`config.mk`:
```
export PLATFORM = sky130hd
export DESIGN_NAME = fetch_unit_flat
export DESIGN_NICKNAME = d
export VERILOG_FILES = /design/src/rtl/fetch_if.sv /design/src/rtl/fetch_unit.sv /design/src/flat_wrapper.sv
export SDC_FILE = /design/constraint.sdc
export NUM_CORES = 1
export LEC_CHECK = 0
export CAP_MARGIN = 5
export CORE_MARGIN = 5
export CORE_UTILIZATION = 46
export DETAILED_ROUTE_END_ITERATION = 10
export GPL_TIMING_DRIVEN = 1
export PLACE_DENSITY = 0.76
export SYNTH_ARGS = -nofsm -noshare
export SYNTH_HDL_FRONTEND = slang
export SYNTH_SLANG_ARGS = --single-unit
```
`constraint.sdc`:
```
create_clock -name clk -period 1.4 [get_ports clk]
set_input_delay 0.14 -clock clk [delete_from_list [all_inputs] [get_ports clk]]
set_output_delay 0.14 -clock clk [all_outputs]
set_load 0.01 [all_outputs]
```
`src/rtl/fetch_if.sv`:
```
// Fetch unit bus bundle: shared memory port (request/grant/read data),
// instruction hand-off to execute (inst/inst_pc/inst_valid/inst_ready)
// and the redirect request from execute.
//   master : fetch unit side
//   slave  : memory / execute side
interface fetch_if;
  localparam int unsigned PC_W   = 7;
  localparam int unsigned DATA_W = 16;

  logic              mem_req;
  logic [PC_W-1:0]   mem_addr;
  logic              mem_gnt;
  logic [DATA_W-1:0] mem_rdata;
  logic [DATA_W-1:0] inst;
  logic [PC_W-1:0]   inst_pc;
  logic              inst_valid;
  logic              inst_ready;
  logic              redirect;
  logic [PC_W-1:0]   redirect_pc;

  modport master (
    output mem_req, mem_addr, inst, inst_pc, inst_valid,
    input  mem_gnt, mem_rdata, inst_ready, redirect, redirect_pc
  );

  modport slave (
    input  mem_req, mem_addr, inst, inst_pc, inst_valid,
    output mem_gnt, mem_rdata, inst_ready, redirect, redirect_pc
  );
endinterface

```
`src/rtl/fetch_unit.sv`:
```
// Instruction fetch unit: walks a fetch pointer through word memory over a
// shared port, buffers {pc, word} in a DEPTH-entry FIFO and presents the
// head to execute. Redirect flushes the buffer and restarts fetch.
// Ports:
//   clk, rst_n : clock, asynchronous active-low reset
//   bus        : fetch_if.master (mem_req/mem_addr/mem_gnt/mem_rdata,
//                inst/inst_pc/inst_valid/inst_ready, redirect/redirect_pc)
module fetch_unit #(
  parameter int unsigned DEPTH    = 2,
  parameter logic [6:0]  RESET_PC = 7'd0
) (
  input  logic     clk,
  input  logic     rst_n,
  fetch_if.master  bus
);

  localparam int unsigned PC_W   = 7;
  localparam int unsigned DATA_W = 16;
  localparam int unsigned PTR_W  = (DEPTH > 1) ? $clog2(DEPTH) : 1;
  localparam int unsigned CNT_W  = $clog2(DEPTH + 1);

  typedef enum logic {IDLE = 1'b0, FETCH = 1'b1} state_e;

  typedef struct packed {
    logic [PC_W-1:0]   pc;
    logic [DATA_W-1:0] word;
  } entry_t;

  state_e            state_q, state_d;
  logic [PC_W-1:0]   fpc_q;
  entry_t            fifo_q [DEPTH];
  logic [PTR_W-1:0]  rd_ptr_q, wr_ptr_q;
  logic [CNT_W-1:0]  count_q;
  logic              req_c, push_c, pop_c, has_inst_c;

  // Pointer increment that wraps at DEPTH (DEPTH need not be a power of two).
  function automatic logic [PTR_W-1:0] ptr_inc(input logic [PTR_W-1:0] p);
    return (p == PTR_W'(DEPTH - 1)) ? '0 : p + PTR_W'(1);
  endfunction

  // State register.
  always_ff @(posedge clk or negedge rst_n) begin
    if (!rst_n) state_q <= IDLE;
    else        state_q <= state_d;
  end

  // Next state and handshake decode; redirect suppresses the request.
  always_comb begin
    state_d    = state_q;
    has_inst_c = 1'b0;
    req_c      = 1'b0;
    push_c     = 1'b0;
    pop_c      = 1'b0;
    unique case (state_q)
      IDLE:  state_d = FETCH;
      FETCH: state_d = FETCH;
      default: state_d = IDLE;
    endcase
    has_inst_c = (count_q != '0);
    req_c      = (state_q == FETCH) && (count_q < CNT_W'(DEPTH)) && !bus.redirect;
    push_c     = req_c && bus.mem_gnt;
    pop_c      = has_inst_c && bus.inst_ready;
  end

  // Fetch pointer and instruction buffer; redirect wins over push/pop.
  always_ff @(posedge clk or negedge rst_n) begin
    if (!rst_n) begin
      fpc_q    <= RESET_PC;
      rd_ptr_q <= '0;
      wr_ptr_q <= '0;
      count_q  <= '0;
      for (int unsigned i = 0; i < DEPTH; i++) fifo_q[i] <= '0;
    end else if (bus.redirect) begin
      fpc_q    <= bus.redirect_pc;
      rd_ptr_q <= '0;
      wr_ptr_q <= '0;
      count_q  <= '0;
    end else begin
      if (push_c) begin
        fifo_q[wr_ptr_q] <= '{pc: fpc_q, word: bus.mem_rdata};
        wr_ptr_q         <= ptr_inc(wr_ptr_q);
        fpc_q            <= fpc_q + PC_W'(1);
      end
      if (pop_c) rd_ptr_q <= ptr_inc(rd_ptr_q);
      if (push_c && !pop_c)      count_q <= count_q + CNT_W'(1);
      else if (pop_c && !push_c) count_q <= count_q - CNT_W'(1);
    end
  end

  assign bus.mem_addr   = fpc_q;
  assign bus.mem_req    = req_c;
  assign bus.inst_valid = has_inst_c;
  assign bus.inst       = has_inst_c ? fifo_q[rd_ptr_q].word : '0;
  assign bus.inst_pc    = has_inst_c ? fifo_q[rd_ptr_q].pc   : '0;

endmodule

```
`src/flat_wrapper.sv`:
```
// flat-port wrapper written by rule: the top's interface ports become plain ports
module fetch_unit_flat 
#(
  parameter int unsigned DEPTH    = 2,
  parameter logic [6:0]  RESET_PC = 7'd0
)
  (clk, rst_n, bus_mem_req, bus_mem_addr, bus_inst, bus_inst_pc, bus_inst_valid, bus_mem_gnt, bus_mem_rdata, bus_inst_ready, bus_redirect, bus_redirect_pc);
  fetch_if bus_i ();
  input  logic clk;
  input  logic rst_n;
  output wire logic [$bits(bus_i.mem_req)-1:0] bus_mem_req;
  output wire logic [$bits(bus_i.mem_addr)-1:0] bus_mem_addr;
  output wire logic [$bits(bus_i.inst)-1:0] bus_inst;
  output wire logic [$bits(bus_i.inst_pc)-1:0] bus_inst_pc;
  output wire logic [$bits(bus_i.inst_valid)-1:0] bus_inst_valid;
  input wire logic [$bits(bus_i.mem_gnt)-1:0] bus_mem_gnt;
  input wire logic [$bits(bus_i.mem_rdata)-1:0] bus_mem_rdata;
  input wire logic [$bits(bus_i.inst_ready)-1:0] bus_inst_ready;
  input wire logic [$bits(bus_i.redirect)-1:0] bus_redirect;
  input wire logic [$bits(bus_i.redirect_pc)-1:0] bus_redirect_pc;
  assign bus_mem_req = bus_i.mem_req;
  assign bus_mem_addr = bus_i.mem_addr;
  assign bus_inst = bus_i.inst;
  assign bus_inst_pc = bus_i.inst_pc;
  assign bus_inst_valid = bus_i.inst_valid;
  assign bus_i.mem_gnt = bus_mem_gnt;
  assign bus_i.mem_rdata = bus_mem_rdata;
  assign bus_i.inst_ready = bus_inst_ready;
  assign bus_i.redirect = bus_redirect;
  assign bus_i.redirect_pc = bus_redirect_pc;
  fetch_unit #(.DEPTH(DEPTH), .RESET_PC(RESET_PC)) u_core (.clk(clk), .rst_n(rst_n), .bus(bus_i));
endmodule
```
==> results of run 1 <==
-- cells in the mapped netlist --
cell                        instances  area share
sky130_fd_sc_hd__a21o_1             1      0.0027
sky130_fd_sc_hd__a21oi_1            2      0.0036
sky130_fd_sc_hd__a221o_1            1      0.0036
sky130_fd_sc_hd__a31o_2             2      0.0063
sky130_fd_sc_hd__and3b_1            1      0.0031
sky130_fd_sc_hd__and4bb_4           1      0.0058
sky130_fd_sc_hd__buf_2              5      0.0090
sky130_fd_sc_hd__buf_4              1      0.0027
sky130_fd_sc_hd__buf_6              4       0.016
sky130_fd_sc_hd__clkbuf_1           2      0.0027
sky130_fd_sc_hd__conb_1             1      0.0013
sky130_fd_sc_hd__dfrtp_1           58        0.52
sky130_fd_sc_hd__ha_1               1      0.0045
sky130_fd_sc_hd__inv_1              4      0.0054
sky130_fd_sc_hd__mux2_2            26        0.10
sky130_fd_sc_hd__mux2_4            20        0.11
sky130_fd_sc_hd__mux2i_1           23       0.082
sky130_fd_sc_hd__nand2_1            8       0.011
sky130_fd_sc_hd__nand2_4            1      0.0040
sky130_fd_sc_hd__nand3_1            3      0.0054
sky130_fd_sc_hd__nand4bb_1          1      0.0040
sky130_fd_sc_hd__nor2_1            28       0.038
sky130_fd_sc_hd__nor2_8             1      0.0072
sky130_fd_sc_hd__nor2b_1            1      0.0022
sky130_fd_sc_hd__nor3_1             1      0.0018
sky130_fd_sc_hd__nor3b_1            1      0.0027
sky130_fd_sc_hd__o21ai_0            2      0.0036
sky130_fd_sc_hd__o22ai_1            2      0.0045
sky130_fd_sc_hd__o311ai_0           6       0.019
sky130_fd_sc_hd__o41ai_1            2      0.0063
sky130_fd_sc_hd__or3_1              1      0.0022
sky130_fd_sc_hd__or4_1              2      0.0054
sky130_fd_sc_hd__xor2_1             1      0.0031
-- cells by family after synthesis --
kind of cell | synth area share
AO/OA/AOI/OAI | 0.0492
XOR/XNOR | 0.00313
adder cells (fa/ha/maj) | 0.00448
buffers and inverters | 0.0358
flip-flops | 0.519
multiplexers | 0.295
other | 0.00134
AND/OR/NAND/NOR | 0.0922
-- metal layers --
| layer | vias to the layer above | track usage |
|---|---|---|
| met5 | - | 0 |
| met4 | 0 | 0.0823 |
| met3 | 13 | 0.0433 |
| met2 | 59 | 0.342 |
| met1 | 1094 | 0.264 |
| li1 | 976 | - |
-- cell type report --
class | count | area (µm²) | share of cell area
clock buffer | 13 | 149 | 0.0345
sequential | 58 | 1460 | 0.338
clock inverter | 3 | 15.0 | 0.00348
multi-input combinational | 140 | 1510 | 0.350
inverter | 4 | 15.0 | 0.00348
tap | 75 | 93.8 | 0.0217
timing repair buffer | 106 | 1070 | 0.249
-- power groups by stage --
stage          clock (mW)  combinational (mW)  sequential, mW
3_3_place_gp            0                1.07            2.28
3_5_place_dp            0                1.11            2.31
6_report             1.33                1.37            2.34
4_1_cts              1.32                1.24            2.29
2_1_floorplan           0               0.670            2.25
5_1_grt              1.43                1.47            2.38
-- cell usage in the layout, fill, tap and decap left out, drive strengths merged, types with 2 or more instances in the layout --
| master | instances |
|---|---|
| clkdlybuf4s50 | 26 |
| dfrtp | 58 |
| inv | 4 |
| a21oi | 2 |
| dlygate4sd2 | 7 |
| clkbuf | 15 |
| o311ai | 6 |
| buf | 70 |
| o22ai | 2 |
| nor2 | 29 |
| or4 | 2 |
| clkinv | 3 |
| o41ai | 2 |
| o21ai | 2 |
| mux2i | 23 |
| nand2 | 9 |
| nand3 | 3 |
| a31o | 2 |
| mux2 | 46 |
-- flip-flops by register name (all words and copies together), names as in the netlist --
signal,flops
u_core.rd_ptr_q,1
u_core.wr_ptr_q,1
u_core.fifo_q,46
u_core.state_q,1
u_core.count_q,2
u_core.bus.mem_addr,7
-- metrics by stage --
step,instances,hold slack (ns)
after floorplan,214,-0.156
after global placement,364,0.166
after detailed placement,364,0.164
after CTS,401,0.353
after global routing,399,0.370
final,399,0.325
-- final timing paths --
kind / start / to / depth (start not counted)
max reg2reg: u_core.count_q[1]$_DFFE_PN0P_ / u_core.fifo_q[34]$_DFFE_PN0P_ / 6
min: rst_n / u_core.fifo_q[2]$_DFFE_PN0P_ / 3
max: u_core.count_q[1]$_DFFE_PN0P_ / u_core.fifo_q[34]$_DFFE_PN0P_ / 6
max in group asynchronous: rst_n / u_core.bus.mem_addr[1]$_DFFE_PN0P_ / 3
min reg2reg: u_core.fifo_q[23]$_DFFE_PN0P_ / u_core.fifo_q[23]$_DFFE_PN0P_ / 1
min in group clk: bus_redirect_pc[3] / u_core.bus.mem_addr[3]$_DFFE_PN0P_ / 3
-- timing repair --
item                                   4_1_cts  5_1_grt
gates resized for setup                    147       58
hold buffers                                 1        0
buffers inserted                            16        2
setup endpoints to repair                   83       78
cloned                                       5        1
endpoints found under the hold margin       58        0
pin swaps                                   13       17
-- critical path: stages, from the launching register on --
cell and delay (ns):
sky130_fd_sc_hd__dfrtp_2 0.44, sky130_fd_sc_hd__nand4bb_1 0.21, sky130_fd_sc_hd__buf_6 0.16, sky130_fd_sc_hd__nor2_8 0.15, sky130_fd_sc_hd__buf_12 0.13, sky130_fd_sc_hd__buf_12 0.12, sky130_fd_sc_hd__mux2_4 0.30
==> summary by stage, run 1 <==
Final layout
The fraction of final layout cells sized beyond drive strength 1 is 0.522. At the end of the flow, the number of nets in the layout was 348. The final core utilization is 0.729. The layout overhead on the synthesized area is 54.4%. The layout has 383 filler cells.

After routing the design area is 0.00432 mm². The number of antenna diodes in the final layout is 0.

Synthesis
Yosys printed 0 warnings. The synthesized design contains 58 register bits. Summing every instance area after synthesis gives 0.00280 mm². Counting every net in the synthesized netlist gives 243.

The fraction of the yosys area taken by sequential cells is 0.519. Synthesis produced 214 cells. The average instance area after synthesis is 13.1 µm². The synthesized netlist contains 33 unique library cells.

Worst setup path
The endpoint class of the critical path is a register. The type of the worst setup path is reg -> reg. For the worst setup path, the data required time is 1.61 ns.

The nature of the critical path startpoint is a register. The setup slack of the most critical reg-to-reg path is -0.25 ns. The largest fanout on the critical path is 6. The arrival time reported for the critical path endpoint is 1.86 ns.

Routing
In the detailed route, the total length drawn on met2 is 3.91 mm. The total length of routed wires is 7.73 mm. The wire length on met3 is 380 µm. The via count is 2142.

The count of TritonRoute iterations in the first routing pass is 4. In this run, the number of DRC markers left after iteration 0 of detailed routing was 62. After detailed routing, the average wire length per cell comes to 19.4 µm. For this block, wires on met1 add up to 3.29 mm. The number of remaining DRC errors is 0. After detailed routing, no signal wire sits above met4. Using the TritonRoute via totals, the vias-per-cell ratio works out to 5.37. The detail route stage leaves a number of antenna-violating nets equal to 0.

Placed design
In this run the tool buffered the top-level ports with 59 buffer cells. The placed cell area is 0.00369 mm². The half-perimeter wire length after placement is 4.31 mm.

At the end of routability-driven placement, the weighted congestion stood at 0.856. The setup slack after placement is -0.340 ns.

Power and ir drop
The analysis attributes to net switching a power of 1.42 mW. The portion of total power attributed to the clock network is 0.264. The post-route total power is 5.04 mW. Of the total power, the share spent switching nets is 0.282. The areal power density over the cells is 1170 mW/mm². The part of the power in registers is 0.464.

Of the total power, combinational logic draws 0.272. The leakage power figure is 2.02 nW. The maximum vdd ir drop is 0.741 mV. The internal power of the cells totals 3.62 mW.

Global route
The number of global-route vias before repair is 2249. Entering global routing, the biggest net connects 59 pins. The initial antenna violation count is 0. The overall global routing resource usage is 0.206. After global routing the overflow that remains totals 0. The first global-routing pass estimated 11.9 mm of wire.

Timing
Setup repair after global routing could not meet its margin everywhere. The final number of setup-violating endpoints is 73. In the finished design, the share of the clock period the worst path needs comes to 1.18. Clock skew on the completed layout was measured at 0.00904 ns.

The top achievable clock speed is 608 MHz. The worst-case setup margin in the final layout is -0.245 ns. The worst path in the final design needs a cycle of 1.65 ns, including I/O delays and setup. The max-slew violation count is 0. Setup total negative slack on the finished layout was measured at -13.04 ns. The final number of hold-violating endpoints came to 0.

Clock tree
CTS built an H-tree with a depth of 3. The number of buffers created by CTS is 9. The source-to-sink clock delay at the later pin of the worst-skew pair is 0.34 ns. TritonCTS built the clock tree. The clock net in this run drives a total of 58 sinks. The cell at the root of the clock tree is sky130_fd_sc_hd__clkbuf_8. Clock-pin slew was measured on the worst setup and hold paths at 0.07 ns. No sink is reached through more buffers than the 2 on the longest clock path.

Die
The floorplan step defined a core boundary enclosing 0.00592 mm². The die extent in x is 88.0 µm. After floorplanning, the core was divided into 28 placement rows. The die covers 0.00774 mm².

For this configuration, the core starts out at a cell density of 0.472. The I/O pin count is 60. From bottom edge to top edge, the die measures 88.0 µm.

Flow run
The number of max-cap violations is 0.

Hold path
The path class of the lowest-slack min-delay path is in -> async.

Outcome
The run finished, with violations left. The final reports fail on setup timing.
No activity file was read; power rests on OpenSTA's default activity.
==> run 2, diff against run 1 <==
--- a/config.mk
+++ b/config.mk
@@ -6,11 +6,13 @@
 export NUM_CORES = 1
 export LEC_CHECK = 0
 export CAP_MARGIN = 5
-export CORE_MARGIN = 5
-export CORE_UTILIZATION = 46
+export CELL_PAD_IN_SITES_DETAIL_PLACEMENT = 2
+export CELL_PAD_IN_SITES_GLOBAL_PLACEMENT = 2
+export CORE_MARGIN = 4
+export CORE_UTILIZATION = 30
 export DETAILED_ROUTE_END_ITERATION = 10
 export GPL_TIMING_DRIVEN = 1
-export PLACE_DENSITY = 0.76
+export PLACE_DENSITY_LB_ADDON = 0.1
 export SYNTH_ARGS = -nofsm -noshare
 export SYNTH_HDL_FRONTEND = slang
 export SYNTH_SLANG_ARGS = --single-unit
==> run 2 against run 1 <==
The run still ends with setup timing left. Via count up 6.8%. Cell count grew 14%. First-iteration DRC count fell by 6.5%. Maximum frequency down 5.2%. Clock power is 4% higher. Combinational power grew 9%. Non-clock buffer count up 25. Sequential cell count unchanged. Sequential share of layout area is 2.4 points lower. Largest cell class unchanged.
==> summary by stage, run 2 (synthesized netlist as in run 1, its figures left out) <==
Timing
The sum of negative setup slack is -16.44 ns (-3.40 ns). The final number of hold-violating endpoints is 0 (unchanged). The worst-case setup margin in the final layout is -0.335 ns (-0.0900 ns). Setup repair after global routing could not meet its margin everywhere.

The final critical-path required period was 1.73 ns (+0.0900 ns). The part of the cycle the worst path needs is 1.24 (+0.0643). The top achievable clock speed is 576 MHz (-5.2%). The pin slew with the least headroom to its limit is 0.614 ns. The relative max-transition margin is 0.587.

The max-slew violation count is 0 (unchanged). The worst slack on hold paths came to 0.328 ns (+0.00244 ns). The worst clock skew on the final layout is 0.00611 ns (-0.00293 ns). The final number of setup-violating endpoints is 81 (+11%).

Power and ir drop
The fraction of power consumed by combinational cells came to 0.287 (+0.015). The leakage power figure is 2.20 nW (+9.1%). The areal power density over the cells is 1130 mW/mm² (-3.6%). The cell-internal power was 3.65 mW (+0.81%). The maximum vdd ir drop was 0.760 mV (+2.6%). The part of the power in registers is 0.450 (-0.014). The switching power total was 1.59 mW (+12%).

The portion of total power attributed to the clock network is 0.264 (about the same). The switching fraction of total power is 0.303 (+0.0212).

Placed design
The final estimated routing congestion in global placement is 0.744 (-13%). The number of input and output port buffers inserted is 59 (unchanged). The post-placement cell count is 400 (+9.9%). The half-perimeter wire length after placement was 5.29 mm (+23%).

Routing
The antenna violation net count after detailed routing was 0 (unchanged). The number of remaining DRC errors is 0 (unchanged). The per-cell routed wire length is 24.0 µm (+24%). The DRC violation total after the first TritonRoute iteration is 58 (-6.5%). The routed via count divided by cell count is 5.03 (-6.4%). The via count is 2287 (+6.8%). The count of TritonRoute iterations in the first routing pass came to 4 (unchanged). The total length of routed wires is 10.9 mm (+41%).

Global route
The initial antenna violation count is 0 (unchanged). The global-route wire length before repair is 14.7 mm (+24%). The pin count of the biggest net entering global routing was 59 (unchanged). The leftover overflow at the end of global routing came to 0 (unchanged). The overall global routing resource usage is 0.173 (-0.0333).

The number of global-route vias before repair is 2542 (+13%).

Hold path
The path class of the tightest hold or removal check is in -> async.

Clock tree
The TritonCTS clock tree is built. The depth of the CTS H-tree came to 3 (unchanged). The maximum clock path buffer count is 2 (unchanged). The number of buffers created by CTS is 9 (unchanged). In this run the clock root is driven by a sky130_fd_sc_hd__clkbuf_8. The register clock-pin slew on the reported worst setup and hold paths is 0.07 ns (about the same). The source-to-sink clock delay at the later pin of the worst-skew pair was 0.36 ns (+0.02 ns). The number of sinks on the clock net is 58 (unchanged).

Final layout
Compared with the post-synthesis result, the final layout area differs by 66.3%. In the layout the commonest cells are sky130_fd_sc_hd__dfrtp_1, sky130_fd_sc_hd__mux2_4, sky130_fd_sc_hd__buf_6. The non-filler instance count after layout is 455 (+14%).

The fraction of final layout cells sized beyond drive strength 1 is 0.568 (+0.0461). Ranked by flip-flop count, first place goes to u_core.fifo_q. The library cell used most frequently in the layout, excluding fill and tap cells, is sky130_fd_sc_hd__dfrtp_1. The number of inserted diodes was 0 (unchanged). The number of nets in the final layout is 373 (+7.2%). The final core utilization is 0.523 (-0.206). The flip-flop count of the largest register, all copies and words added is 46 (unchanged).

Die
The overall die height is 105 µm (+19%). The area inside the core boundary came to 0.00889 mm² (+50%). The area of the die is 0.0109 mm² (+41%). The I/O pin count was 60 (unchanged).

The initial core utilization was 0.314 (-0.158). The number of placement rows is 34 (+21%). The die extent in x is 105 µm (+19%).

Worst setup path
STA classifies the critical path endpoint as a primary output. The data required time at the worst endpoint came to 1.26 ns (-0.35 ns). The first element of the critical path is u_core.rd_ptr_q$_DFFE_PN0P_.

The largest fanout on the critical path was 5 (-1). The arrival time reported for the critical path endpoint is 1.59 ns (-0.27 ns). The nature of the critical path startpoint is a register. The startpoint of the worst register-to-register path is u_core.count_q[1]$_DFFE_PN0P_. The critical path in this run is classified as reg -> out.

Outcome
The checks that failed: setup timing. The run finished, with violations left.

Flow run
The number of max-cap violations is 0 (unchanged).
-- run 2: power by group through the flow --
stage,combinational (mW),clock [mW],sequential (mW)
final,1.50,1.38,2.35
after global routing,1.60,1.50,2.39
after CTS,1.30,1.37,2.30
after detailed placement,1.15,0,2.31
after global placement,1.11,0,2.28
after floorplan,0.670,0,2.25
-- run 2: layout make-up --
class / count / area (µm²)
multi-input cells: 140 / 1570
clock inverters: 3 / 17.5
repair buffers: 131 / 1320
fillers: 863 / 4240
inverters: 4 / 15.0
well taps: 108 / 135
clock buffers: 11 / 141
flip-flops and latches: 58 / 1460
-- run 2: worst paths after layout --
path | to | cells past startpoint | slack, ns
min in group clk | u_core.fifo_q[14]$_DFFE_PN0P_ | 2 | 0.43
max | bus_inst_pc[0] | 6 | -0.33
max in group asynchronous | u_core.state_q$_DFF_PN0_ | 3 | 0.79
min reg2reg | u_core.fifo_q[8]$_DFFE_PN0P_ | 1 | 0.51
max reg2reg | u_core.fifo_q[40]$_DFFE_PN0P_ | 6 | -0.28
min | u_core.fifo_q[21]$_DFFE_PN0P_ | 3 | 0.33
-- run 2: worst max-delay path, stage by stage (launching register included) --
cell and delay, ns:
sky130_fd_sc_hd__dfrtp_2 0.44, sky130_fd_sc_hd__buf_12 0.15, sky130_fd_sc_hd__buf_12 0.13, sky130_fd_sc_hd__buf_6 0.11
sky130_fd_sc_hd__mux2i_2 0.23, sky130_fd_sc_hd__nor2_2 0.05, sky130_fd_sc_hd__buf_2 0.14
-- run 2: per-stage QoR --
step / setup WS [ns] / cell area (µm²) / total power, mW
after floorplan: -0.0316 / 2810 / 2.92
after global placement: -0.331 / 3780 / 3.39
after detailed placement: -0.339 / 3780 / 3.46
after CTS: -0.327 / 4350 / 4.96
after global routing: -0.395 / 4650 / 5.49
final: -0.335 / 4650 / 5.23
-- run 2: metal layers --
layer,wire length (µm),global-route usage
met3,385,0.0459
met5,0,0
met2,5870,0.296
met1,4480,0.219
met4,179,0.0399
-- run 2: repair_timing --
action / in CTS / in global routing
resized for setup: 167 / 60
pin swaps: 12 / 20
endpoints found under the hold margin: 58 / 0
setup buffers: 26 / 17
endpoints found under the setup margin: 85 / 82
cloned: 4 / 1
hold buffers: 1 / 0
